==> config.mk <==
export PLATFORM = sky130hd
export DESIGN_NAME = piso_serializer
export DESIGN_NICKNAME = d
export VERILOG_FILES = /design/src/rtl/piso_serializer.sv
export SDC_FILE = /design/constraint.sdc
export NUM_CORES = 1
export LEC_CHECK = 0
export BUFFER_PORTS_ARGS = -buffer_cell sky130_fd_sc_hd__buf_4
export CAP_MARGIN = 20
export CORE_MARGIN = 3
export CORE_UTILIZATION = 45
export DETAILED_ROUTE_END_ITERATION = 8
export MAX_ROUTING_LAYER = met4
export PLACE_DENSITY = 0.67
export SLEW_MARGIN = 40
export SYNTH_ARGS = -nofsm -noshare
export SYNTH_HDL_FRONTEND = slang
export SYNTH_SLANG_ARGS = --single-unit
==> constraint.sdc <==
create_clock -name clk -period 2.8 [get_ports clk]
set_input_delay 0.7 -clock clk [delete_from_list [all_inputs] [get_ports clk]]
set_output_delay 0.7 -clock clk [all_outputs]
set_load 0.02 [all_outputs]
==> src/rtl/piso_serializer.sv <==
// piso_serializer: MSB-first parallel-to-serial shifter with a valid/ready load port.
// Define PISO_SERIALIZER_PARITY_EN to append an even-parity bit after din[0].
module piso_serializer #(
    parameter int width = 8
) (
    input  logic             clk,
    input  logic             rst,
    input  logic             en,
    input  logic [width-1:0] din,
    input  logic             load_valid,
    output logic             load_ready,
    output logic             dout,
    output logic             dout_valid,
    output logic             frame_done
);
`ifdef PISO_SERIALIZER_PARITY_EN
    localparam int FW = width + 1;
`else
    localparam int FW = width;
`endif
    localparam int CW = $clog2(width + 1);
    typedef enum logic {IDLE, SHIFT} state_t;
    state_t        r_state, w_next;
    logic [FW-1:0] r_shift, w_word;
    logic [CW-1:0] r_cnt;
    logic          r_done, w_last, w_adv, w_accept;
`ifdef PISO_SERIALIZER_PARITY_EN
    assign w_word = {din, ^din};
`else
    assign w_word = din;
`endif
    always_comb begin
        w_adv      = r_state == SHIFT && en;
        w_last     = r_cnt == CW'(FW - 1);
        load_ready = r_state == IDLE || (w_adv && w_last);
        w_accept   = load_valid && load_ready;
        w_next     = w_accept ? SHIFT : (w_adv && w_last) ? IDLE : r_state;
        dout_valid = r_state == SHIFT;
        dout       = dout_valid && r_shift[FW-1];
        frame_done = r_done;
    end
    always_ff @(posedge clk) begin
        if (rst) r_state <= IDLE;
        else r_state <= w_next;
    end
    // The counter parks on the last index so it never wraps, even for FW = 2**CW.
    always_ff @(posedge clk) begin
        if (rst) begin
            r_shift <= '0;
            r_cnt   <= '0;
            r_done  <= 1'b0;
        end else begin
            r_done <= w_adv && w_last;
            if (w_accept) begin
                r_shift <= w_word;
                r_cnt   <= '0;
            end else if (w_adv) begin
                r_shift <= r_shift << 1;
                r_cnt   <= w_last ? r_cnt : r_cnt + 1'b1;
            end
        end
    end
endmodule

==> metrics.md, run 1 <==
| Metric | Value |
|---|---|
| Status | `finished, final reports clean` |
| Initial Utilization | `50.1%` |
| Antenna violations before repair | `0` |
| Post-synth top flop | `dfxtp_1` |
| Vias per cell | `6.14` |
| Largest net degree at the start of global routing | `19` |
| Slowest stage cell on the critical path | `dfxtp_1` |
| Syn Area/Cell | `8.87 µm²` |
| Worst path cell trace | `ha_1 -> nand4b_1 -> nand2_1 -> buf_4` |
| GRT overflow | `0` |
| Mapped cell area | `790 µm²` |
| Die Wd | `47.9 µm` |
| Number of global-route vias before repair | `628` |
| Cell variety after synth | `34` |
| Seq/Total Area, Yosys | `35.5%` |
| Placed Cells | `115` |
| Final period util | `72.4%` |
| Leakage | `0.393 nW` |
| Max incr delay on CP | `0.38 ns` |
| Root Driver | `clkbuf_4` |
| Routed via count | `731` |
| Htree depth | `1` |
| Port bufs | `15` |
| Dominant cells by area after synthesis | `dfxtp_1 35%, mux2i_1 7.6%, nand3b_1 6.7%` |
| DRT antenna net count | `0` |
| # nets final | `117` |
| GPL Wtd Cong | `0.782` |
| Syn nets | `102` |
| P&R area growth vs syn | `18.9%` |
| Crit Path Max Fanout | `5` |
| # DRC | `0` |
| CP required | `2.10 ns` |
| CTS resizes | `0` |
| CP Launch Type | `flip-flop` |
| Dominant cell type by area after synthesis | `dfxtp_1` |
| Pre-antenna DRT Iters | `4` |
| Fraction of registers with async set/reset | `0%` |
| Worst EP arrival | `1.33 ns` |
| Yosys warns | `0` |
| #FFs+latches synth | `14` |
| Clk sinks | `14` |
| Die H | `47.9 µm` |
| CP Capture Type | `output pin` |
| Routed WL | `1660 µm` |
| Pins Over Slew Limit | `0` |
| FILL cells | `145` |
| Worst slew margin | `62.3%` |
| First-pass GRT wire length | `2780 µm` |
| Die area | `2290 µm²` |
| Wire length on met2 | `771 µm` |
| ANT cells | `0` |
| Met3 WL | `44 µm` |
| Clock latency on the worst-skew pair | `0.28 ns` |
| Fin crit period | `2.03 ns` |
| WL/cell | `13.9 µm` |
| Core Box Area | `1580 µm²` |
| CP top delay family | `flip-flops` |
| CTS tree | `yes` |
| Power per standard cell area | `474 nW/µm²` |
| Setup Crit Path Kind | `reg -> out` |
| Setup violators final | `0` |
| Hold Path Class | `reg -> reg` |
| Setup TNS | `0 ns` |
| Post-Synthesis Cells | `89` |
| Metal-1 WL | `816 µm` |
| Io pins | `16` |
| Layout cells sized above 1 | `22.3%` |
| Max_cap viols | `0` |
| Num CTS Buffers | `3` |
| Top sig layer | `met4` |
| Hold_buf cts | `0` |
| Clock Path Buffers | `2` |
| Post-CTS Setup Inserts | `0` |
| VDD IR max | `0.359 mV` |
| Number of synthesized flops with an enable pin | `0` |
| Post-route insts no fill | `119` |
| Row count | `14` |
| Crit path buf inv count | `1` |
| Fmax | `494 MHz` |
| Final Hold Fails | `0` |
| 1st-iter DRT viols | `10` |
| Tightest Pin Transition | `0.564 ns` |
| Gr usage total | `17.9%` |
| Post-DP HPWL | `1210 µm` |
| Post-synth top area share | `35.5%` |
| Unrepaired setup endpoints after global routing | `no` |
| Clock-pin slew on the worst setup and hold paths | `0.09 ns` |
| Fin Clk Skew | `0.00251 ns` |
layout make-up:
cell class | count | area (µm²) | share of cell area (%)
Multi-Input combinational cell | 64 | 467 | 49.7
Timing Repair Buffer | 15 | 113 | 12.0
Sequential cell | 14 | 280 | 29.9
Clock buffer | 4 | 36.3 | 3.87
Inverter | 6 | 22.5 | 2.40
Tap cell | 16 | 20.0 | 2.13
sequential cells by signal, indices dropped and copies added, names as in the netlist:
name        flops
dout_valid      1
frame_done      1
r_cnt           4
r_shift         8
routing by layer:
layer,up-vias,track usage [%]
met1,353,23.5
met2,9,26.9
met5,-,-
met3,4,3.38
met4,0,6.45
li1,365,-
metrics by stage:
stage	util [%]	instance area [µm²]	power (mW)	setup WS (ns)	hold WS [ns]
floorplan	-	790	0.273	0.805	0.437
global placement	57.2	902	0.299	0.860	0.450
detailed placement	57.2	902	0.300	0.819	0.457
CTS	59.5	938	0.448	0.769	0.475
global route	59.5	938	0.471	0.672	0.503
finish	59.5	938	0.445	0.774	0.474
worst min-delay path: cells and delay by family (launching register included):
family | cells | cell delay (ns)
AOI/OAI and AO/OA | 1 | 0.05
DFF | 1 | 0.32
and+or+nand+nor | 1 | 0.05
cell usage after synthesis (all sizes together), types with 4 or more instances:
cell type	number
inv	6
nand3b	7
a21oi	6
mux2i	6
nand2b	4
nand2	4
o21ai	4
dfxtp	14
placed cells by master, fill, tap and decap left out, types with 2 or more instances in the layout:
| master | instances |
|---|---|
| nand3_1 | 2 |
| mux2i_1 | 6 |
| nand2b_1 | 4 |
| buf_4 | 15 |
| o21ai_0 | 3 |
| o221a_1 | 3 |
| nand3b_1 | 7 |
| nor2_1 | 3 |
| nand2_1 | 4 |
| a211oi_1 | 2 |
| o32ai_1 | 3 |
| dfxtp_1 | 14 |
| a21oi_1 | 6 |
| inv_1 | 6 |
| clkbuf_4 | 3 |
| nor4_1 | 3 |
| nor3_1 | 2 |
kinds of logic after synthesis:
family                     after synthesis  share of synthesized area [%]
DFF                                     14                           35.5
muxes                                    7                           9.03
AOI/OAI and AO/OA                       24                           22.5
buffers and inverters                   11                           5.39
and+or+nand+nor                         32                           26.0
adders and majority gates                1                           1.58
worst paths after layout:
kind,start,to,slack [ns],cells past startpoint
max,r_cnt[0],load_ready,0.77,4
min,r_shift[0],r_shift[0],0.47,2
max reg2reg,dout_valid,r_cnt[3],1.04,3
min reg2reg,r_shift[0],r_shift[0],0.47,2
power by group:
group | switching, mW | leakage (nW) | internal (mW)
Sequential | 0.0108 | 0.115 | 0.211
Clock | 0.0704 | 0.0210 | 0.0790
Combinational | 0.0368 | 0.257 | 0.0370
No activity file was read; power rests on OpenSTA's default activity.
==> inputs of run 2 (changes only) <==
==> constraint.sdc (replaced) <==
create_clock -name clk -period 2 [get_ports clk]
set_input_delay 0.5 -clock clk [delete_from_list [all_inputs] [get_ports clk]]
set_output_delay 0.5 -clock clk [all_outputs]
set_load 0.02 [all_outputs]
==> run 2 against run 1 <==
Effect of this change:
- routed wire length up 5.4%
- clock skew increased by 0.0039 ns
- global-route usage grew 0.72 points
- total power grew 39%
- first-iteration DRC count increased by 100%
- non-clock buffer count up 1
- hold slack got worse by 0.010 ns
- sequential power grew 39%
- via count shrank 0.14%
- register-to-register slack got worse by 0.66 ns
- critical path depth unchanged
- die area did not move
- highest routed layer unchanged
==> metrics.md, run 2 (same netlist as run 1, synthesis figures left out) <==
| Metric | Value |
|---|---|
| Status | `finished, final reports clean` |
| Setup TNS | `0 ns (unchanged)` |
| CTS tree | `yes` |
| Gr usage total | `18.6% (+0.72 points)` |
| 1st-iter DRT viols | `20 (+10)` |
| Fmax | `551 MHz` |
| First-pass GRT wire length | `2820 µm (+1.5%)` |
| Largest regs | `r_shift: 8 flops, r_cnt: 4 flops` |
| Hold Crit Depth | `2 (unchanged)` |
| Hold_buf cts | `0 (unchanged)` |
| Most frequent cells in the layout | `16 x buf_4, 14 x dfxtp_1, 7 x nand3b_1` |
| GPL Wtd Cong | `0.798 (+2.0%)` |
| VDD IR max | `0.444 mV (+24%)` |
| Vias per cell | `6.08 (-0.97%)` |
| Port bufs | `15 (unchanged)` |
| Worst slew margin | `72.6% (+10 points)` |
| CTS resizes | `0 (unchanged)` |
| Setup Crit Path Kind | `reg -> out` |
| Io pins | `16 (unchanged)` |
| Most common cell after layout, fill and taps aside | `buf_4` |
| DRT antenna net count | `0 (unchanged)` |
| WL/cell | `14.6 µm (+4.5%)` |
| Leakage | `0.398 nW (+1.3%)` |
| Post-DP HPWL | `1270 µm (+5.3%)` |
| Max reg flops | `8 (unchanged)` |
| Pre-antenna DRT Iters | `4 (unchanged)` |
| Max_cap viols | `0 (unchanged)` |
| Setup violators final | `0 (unchanged)` |
| Fin crit period | `1.81 ns` |
| # nets final | `118 (+0.85%)` |
| Unrepaired setup endpoints after global routing | `no` |
| Fin area | `946 µm² (+0.80%)` |
| Root Driver | `clkbuf_4` |
| Antenna violations before repair | `0 (unchanged)` |
| Largest net degree at the start of global routing | `16 (-3)` |
| CP Capture Type | `output pin` |
| Final Hold Fails | `0 (unchanged)` |
| Routed via count | `730 (-0.14%)` |
| Initial Utilization | `50.1% (unchanged)` |
| Fin Clk Skew | `0.00644 ns (+0.00393 ns)` |
| Row count | `14 (unchanged)` |
| # DRC | `0 (unchanged)` |
| FILL cells | `157 (+8.3%)` |
| Final period util | `90.7%` |
| Die H | `47.9 µm (unchanged)` |
| Worst EP arrival | `1.31 ns (-0.02 ns)` |
| Post-CTS Setup Inserts | `0 (unchanged)` |
| Core Box Area | `1580 µm² (unchanged)` |
| Crit Path Max Fanout | `5 (unchanged)` |
| Power per standard cell area | `656 nW/µm² (+38%)` |
| Tightest Pin Transition | `0.411 ns (-0.154 ns)` |
| Most flops, register | `r_shift` |
| Post-place instance area | `910 µm² (+0.83%)` |
| Clock Path Buffers | `2 (unchanged)` |
| CP Launch Type | `flip-flop` |
| Die area | `2290 µm² (unchanged)` |
| Clk sinks | `14 (unchanged)` |
| CP required | `1.50 ns (-0.60 ns)` |
| Clock-pin slew on the worst setup and hold paths | `0.09 ns (about the same)` |
| Hold Path Class | `in -> reg` |
| Pins Over Slew Limit | `0 (unchanged)` |
| GRT overflow | `0 (unchanged)` |
| Num CTS Buffers | `3 (unchanged)` |
| Worst r2r path cells | `3 (unchanged)` |
| Die Wd | `47.9 µm (unchanged)` |
| Layout cells sized above 1 | `23.1% (+0.75 points)` |
| ANT cells | `0 (unchanged)` |
| Htree depth | `1 (unchanged)` |
| Clock latency on the worst-skew pair | `0.28 ns (about the same)` |
| P&R area growth vs syn | `19.8%` |
| Routed WL | `1750 µm (+5.4%)` |
| Number of global-route vias before repair | `615 (-2.1%)` |
| Reg-to-reg slack, setup | `0.38 ns (-0.66 ns)` |
[run 2: cell count changes in the layout (fill, tap and decap cells not counted), sizes merged]
cell	delta
buf	+1
[run 2: worst max-delay path: stages, from the launching register on]
cell and delay (ns):
dfxtp_1 0.38, ha_1 0.26, nand4b_1 0.14, nand2_1 0.11
buf_4 0.14
[run 2: path summary, 6_finish.rpt]
kind                    from    endpoint
hold / removal        din[1]  r_shift[1]
setup reg to reg  dout_valid    r_cnt[3]
hold reg to reg   r_shift[0]  r_shift[0]
setup / recovery    r_cnt[0]  load_ready
[run 2: cell type report]
type                    count  area [µm²]  area share (%)
multi-input cells          64         467            49.3
inverters                   6        22.5            2.38
well taps                  16        20.0            2.12
flip-flops and latches     14         280            29.6
clock buffers               4        36.3            3.84
repair buffers             16         120            12.7
[run 2: routing by layer]
layer	part of all wire, %	GRT usage (%)	vias to the layer above
met5	0	-	-
li1	-	-	366
met3	4.9	6.77	4
met2	47	28.0	12
met4	1.3	6.45	0
met1	47	22.7	348
[run 2: power breakdown]
| group | leakage (nW) | total (mW) | internal (mW) | switching [mW] |
|---|---|---|---|---|
| sequential | 0.115 | 0.308 | 0.295 | 0.0130 |
| combinational | 0.262 | 0.107 | 0.0534 | 0.0534 |
| clock | 0.0210 | 0.206 | 0.111 | 0.0948 |
| total | 0.398 | 0.621 | 0.460 | 0.161 |
[run 2: through the flow]
stage               setup slack (ns)  hold slack (ns)  total power, mW  util (%)  std cells
floorplan                      0.333            0.437            0.382         -         89
finish                         0.186            0.464            0.621      60.0        120
detailed placement             0.360            0.459            0.423      57.7        116
global route                  0.0736            0.450            0.658      60.0        120
global placement               0.401            0.451            0.421      57.7        116
CTS                            0.182            0.457            0.631      60.0        120
==> inputs of run 3 (changes only) <==
--- a/config.mk
+++ b/config.mk
@@ -11,7 +11,7 @@
 export CORE_UTILIZATION = 45
 export DETAILED_ROUTE_END_ITERATION = 8
 export MAX_ROUTING_LAYER = met4
-export PLACE_DENSITY = 0.67
+export PLACE_DENSITY = 0.77
 export SLEW_MARGIN = 40
 export SYNTH_ARGS = -nofsm -noshare
 export SYNTH_HDL_FRONTEND = slang
==> run 3 against run 2 <==
Effect of this change:
- core utilization stayed put
- largest power group unchanged
- setup slack better by 0.0014 ns
- sequential power barely moved
- sequential cell count stayed put
- cell count did not move
- via count decreased by 1.8%
- clock skew decreased by 0.0018 ns
- total power down 0.40%
- largest cell class unchanged
- register-to-register slack about the same
- design area unchanged
- non-clock buffer count did not move
- routed wire length is 0.17% higher
==> metrics.md, run 3 (same netlist as run 1, synthesis figures left out) <==
| Metric | Value |
|---|---|
| Hold_buf cts | `0 (unchanged)` |
| R2R Path End | `r_cnt[3]` |
| GPL Wtd Cong | `0.803 (+0.64%)` |
| Setup Crit Path Kind | `reg -> out` |
| Largest regs | `r_shift: 8 flops, r_cnt: 4 flops` |
| Vias per cell | `5.98 (-1.8%)` |
| Reg-to-reg slack, setup | `0.39 ns (about the same)` |
| # DRC | `0 (unchanged)` |
| Reg-to-Reg Start | `r_cnt[0]` |
| CTS resizes | `0 (unchanged)` |
| Sequential power share | `49.4% (-0.3 points)` |
| Clock-pin slew on the worst setup and hold paths | `0.09 ns (about the same)` |
| Antenna violations before repair | `0 (unchanged)` |
| Finished Core Util | `60.0% (unchanged)` |
| Combinational share of power | `18.1% (+0.9 points)` |
| Max_cap viols | `0 (unchanged)` |
| Clock Path Buffers | `2 (unchanged)` |
| CTS tree | `yes` |
| Power per standard cell area | `654 nW/µm² (-0.40%)` |
| Clock latency on the worst-skew pair | `0.28 ns (about the same)` |
| Post-CTS Setup Inserts | `0 (unchanged)` |
| Setup violators final | `0 (unchanged)` |
| ANT cells | `0 (unchanged)` |
| FILL cells | `149 (-5.1%)` |
| Row count | `14 (unchanged)` |
| Core Box Area | `1580 µm² (unchanged)` |
| # nets final | `118 (unchanged)` |
| Fin Clk Skew | `0.00469 ns (-0.00175 ns)` |
| Worst slew margin | `72.4% (-0.12 points)` |
| Htree depth | `1 (unchanged)` |
| Status | `finished, final reports clean` |
| Routed WL | `1750 µm (+0.17%)` |
| Most flops, register | `r_shift` |
| Die area | `2290 µm² (unchanged)` |
| Setup crit end | `load_ready` |
| Die H | `47.9 µm (unchanged)` |
| Largest net degree at the start of global routing | `16 (unchanged)` |
| CP Launch Type | `flip-flop` |
| CP startpoint | `r_cnt[0]` |
| Most common cell after layout, fill and taps aside | `buf_4` |
| GRT overflow | `0 (unchanged)` |
| DRT antenna net count | `0 (unchanged)` |
| CP required | `1.50 ns (about the same)` |
| Crit Path Max Fanout | `5 (unchanged)` |
| Hold Path Class | `reg -> reg` |
| CP Capture Type | `output pin` |
| Unrepaired setup endpoints after global routing | `no` |
| Io pins | `16 (unchanged)` |
| Most frequent cells in the layout | `16 x buf_4, 14 x dfxtp_1, 7 x nand3b_1` |
| First-pass GRT wire length | `2820 µm (unchanged)` |
| Slowest stage cell on the critical path | `dfxtp_1` |
| Final period util | `90.7% (about the same)` |
| Num CTS Buffers | `3 (unchanged)` |
| Switching Share | `25.6% (-0.31 points)` |
| Fin crit period | `1.81 ns (-0.00138 ns)` |
| Pre-antenna DRT Iters | `4 (unchanged)` |
| Fmax | `552 MHz (about the same)` |
| Worst EP arrival | `1.31 ns (about the same)` |
| 1st-iter DRT viols | `6 (-70%)` |
| Die Wd | `47.9 µm (unchanged)` |
| Worst path cell trace | `ha_1 -> nand4b_1 -> nand2_1 -> buf_4` |
| Setup TNS | `0 ns (unchanged)` |
| Max incr delay on CP | `0.38 ns (about the same)` |
| Routed via count | `717 (-1.8%)` |
| Initial Utilization | `50.1% (unchanged)` |
| Final Hold Fails | `0 (unchanged)` |
| Net switching power | `0.159 mW (-1.6%)` |
| Root Driver | `clkbuf_4` |
| Worst r2r path cells | `4 (+1)` |
| P&R area growth vs syn | `19.8% (unchanged)` |
| WL/cell | `14.6 µm (+0.17%)` |
| Gr usage total | `18.3% (-0.30 points)` |
| Clock share of power | `32.5% (-0.6 points)` |
| Int Pwr | `0.460 mW (about the same)` |
| Hold Crit Depth | `2 (unchanged)` |
| Pins Over Slew Limit | `0 (unchanged)` |
| Layout cells sized above 1 | `23.1% (unchanged)` |
| Clk sinks | `14 (unchanged)` |
| VDD IR max | `0.488 mV (+10%)` |
| Leakage | `0.398 nW (unchanged)` |
| Tightest Pin Transition | `0.413 ns (+0.00243 ns)` |
| Post-DP HPWL | `1290 µm (+1.7%)` |
| Port bufs | `15 (unchanged)` |
| Max reg flops | `8 (unchanged)` |
| Number of global-route vias before repair | `647 (+5.2%)` |
## run 3: how the worst min path moves through the flow
stage               slack, ns  startpoint    endpoint
floorplan                0.44  r_shift[0]  r_shift[0]
global placement         0.45  r_shift[0]  r_shift[0]
detailed placement       0.45  r_shift[0]  r_shift[0]
CTS                      0.47  r_shift[0]  r_shift[0]
global route             0.47      din[1]  r_shift[1]
finish                   0.46  r_shift[0]  r_shift[0]
## run 3: through the flow
step                      total power, mW  hold slack, ns  area (µm²)  worst slack, ns  instances
after floorplan                     0.382           0.437         790            0.333         89
after global placement              0.420           0.448         910            0.414        116
after detailed placement            0.424           0.455         910            0.369        116
after CTS                           0.625           0.467         946            0.186        120
after global routing                0.653           0.472         946           0.0523        120
final                               0.618           0.461         946            0.187        120
## run 3: power by group through the flow
stage	Combinational [mW]	Clock (mW)	Sequential [mW]
floorplan	0.0717	0	0.310
CTS	0.112	0.207	0.306
detailed placement	0.111	0	0.312
finish	0.112	0.201	0.306
global route	0.123	0.222	0.308
global placement	0.108	0	0.312
## run 3: critical path, delay by kind of cell (launching register included)
family	cells	cell delay [ns]
buf+inv	1	0.14
simple gates	2	0.25
fa+ha+maj	1	0.26
flops	1	0.38
## run 3: cell type report
cell class	count	area, µm²	share of cell area [%]
well taps	16	20.0	2.12
multi-input cells	64	467	49.3
flip-flops and latches	14	280	29.6
clock buffers	4	36.3	3.84
repair buffers	16	120	12.7
inverters	6	22.5	2.38
## run 3: metal layers
| layer | vias to the layer above | wire length, µm | track usage [%] |
|---|---|---|---|
| met1 | 340 | 871 | 23.4 |
| met3 | 2 | 41 | 6.77 |
| li1 | 368 | - | - |
| met4 | 0 | 12 | 4.84 |
| met5 | - | 0 | - |
| met2 | 7 | 824 | 26.9 |
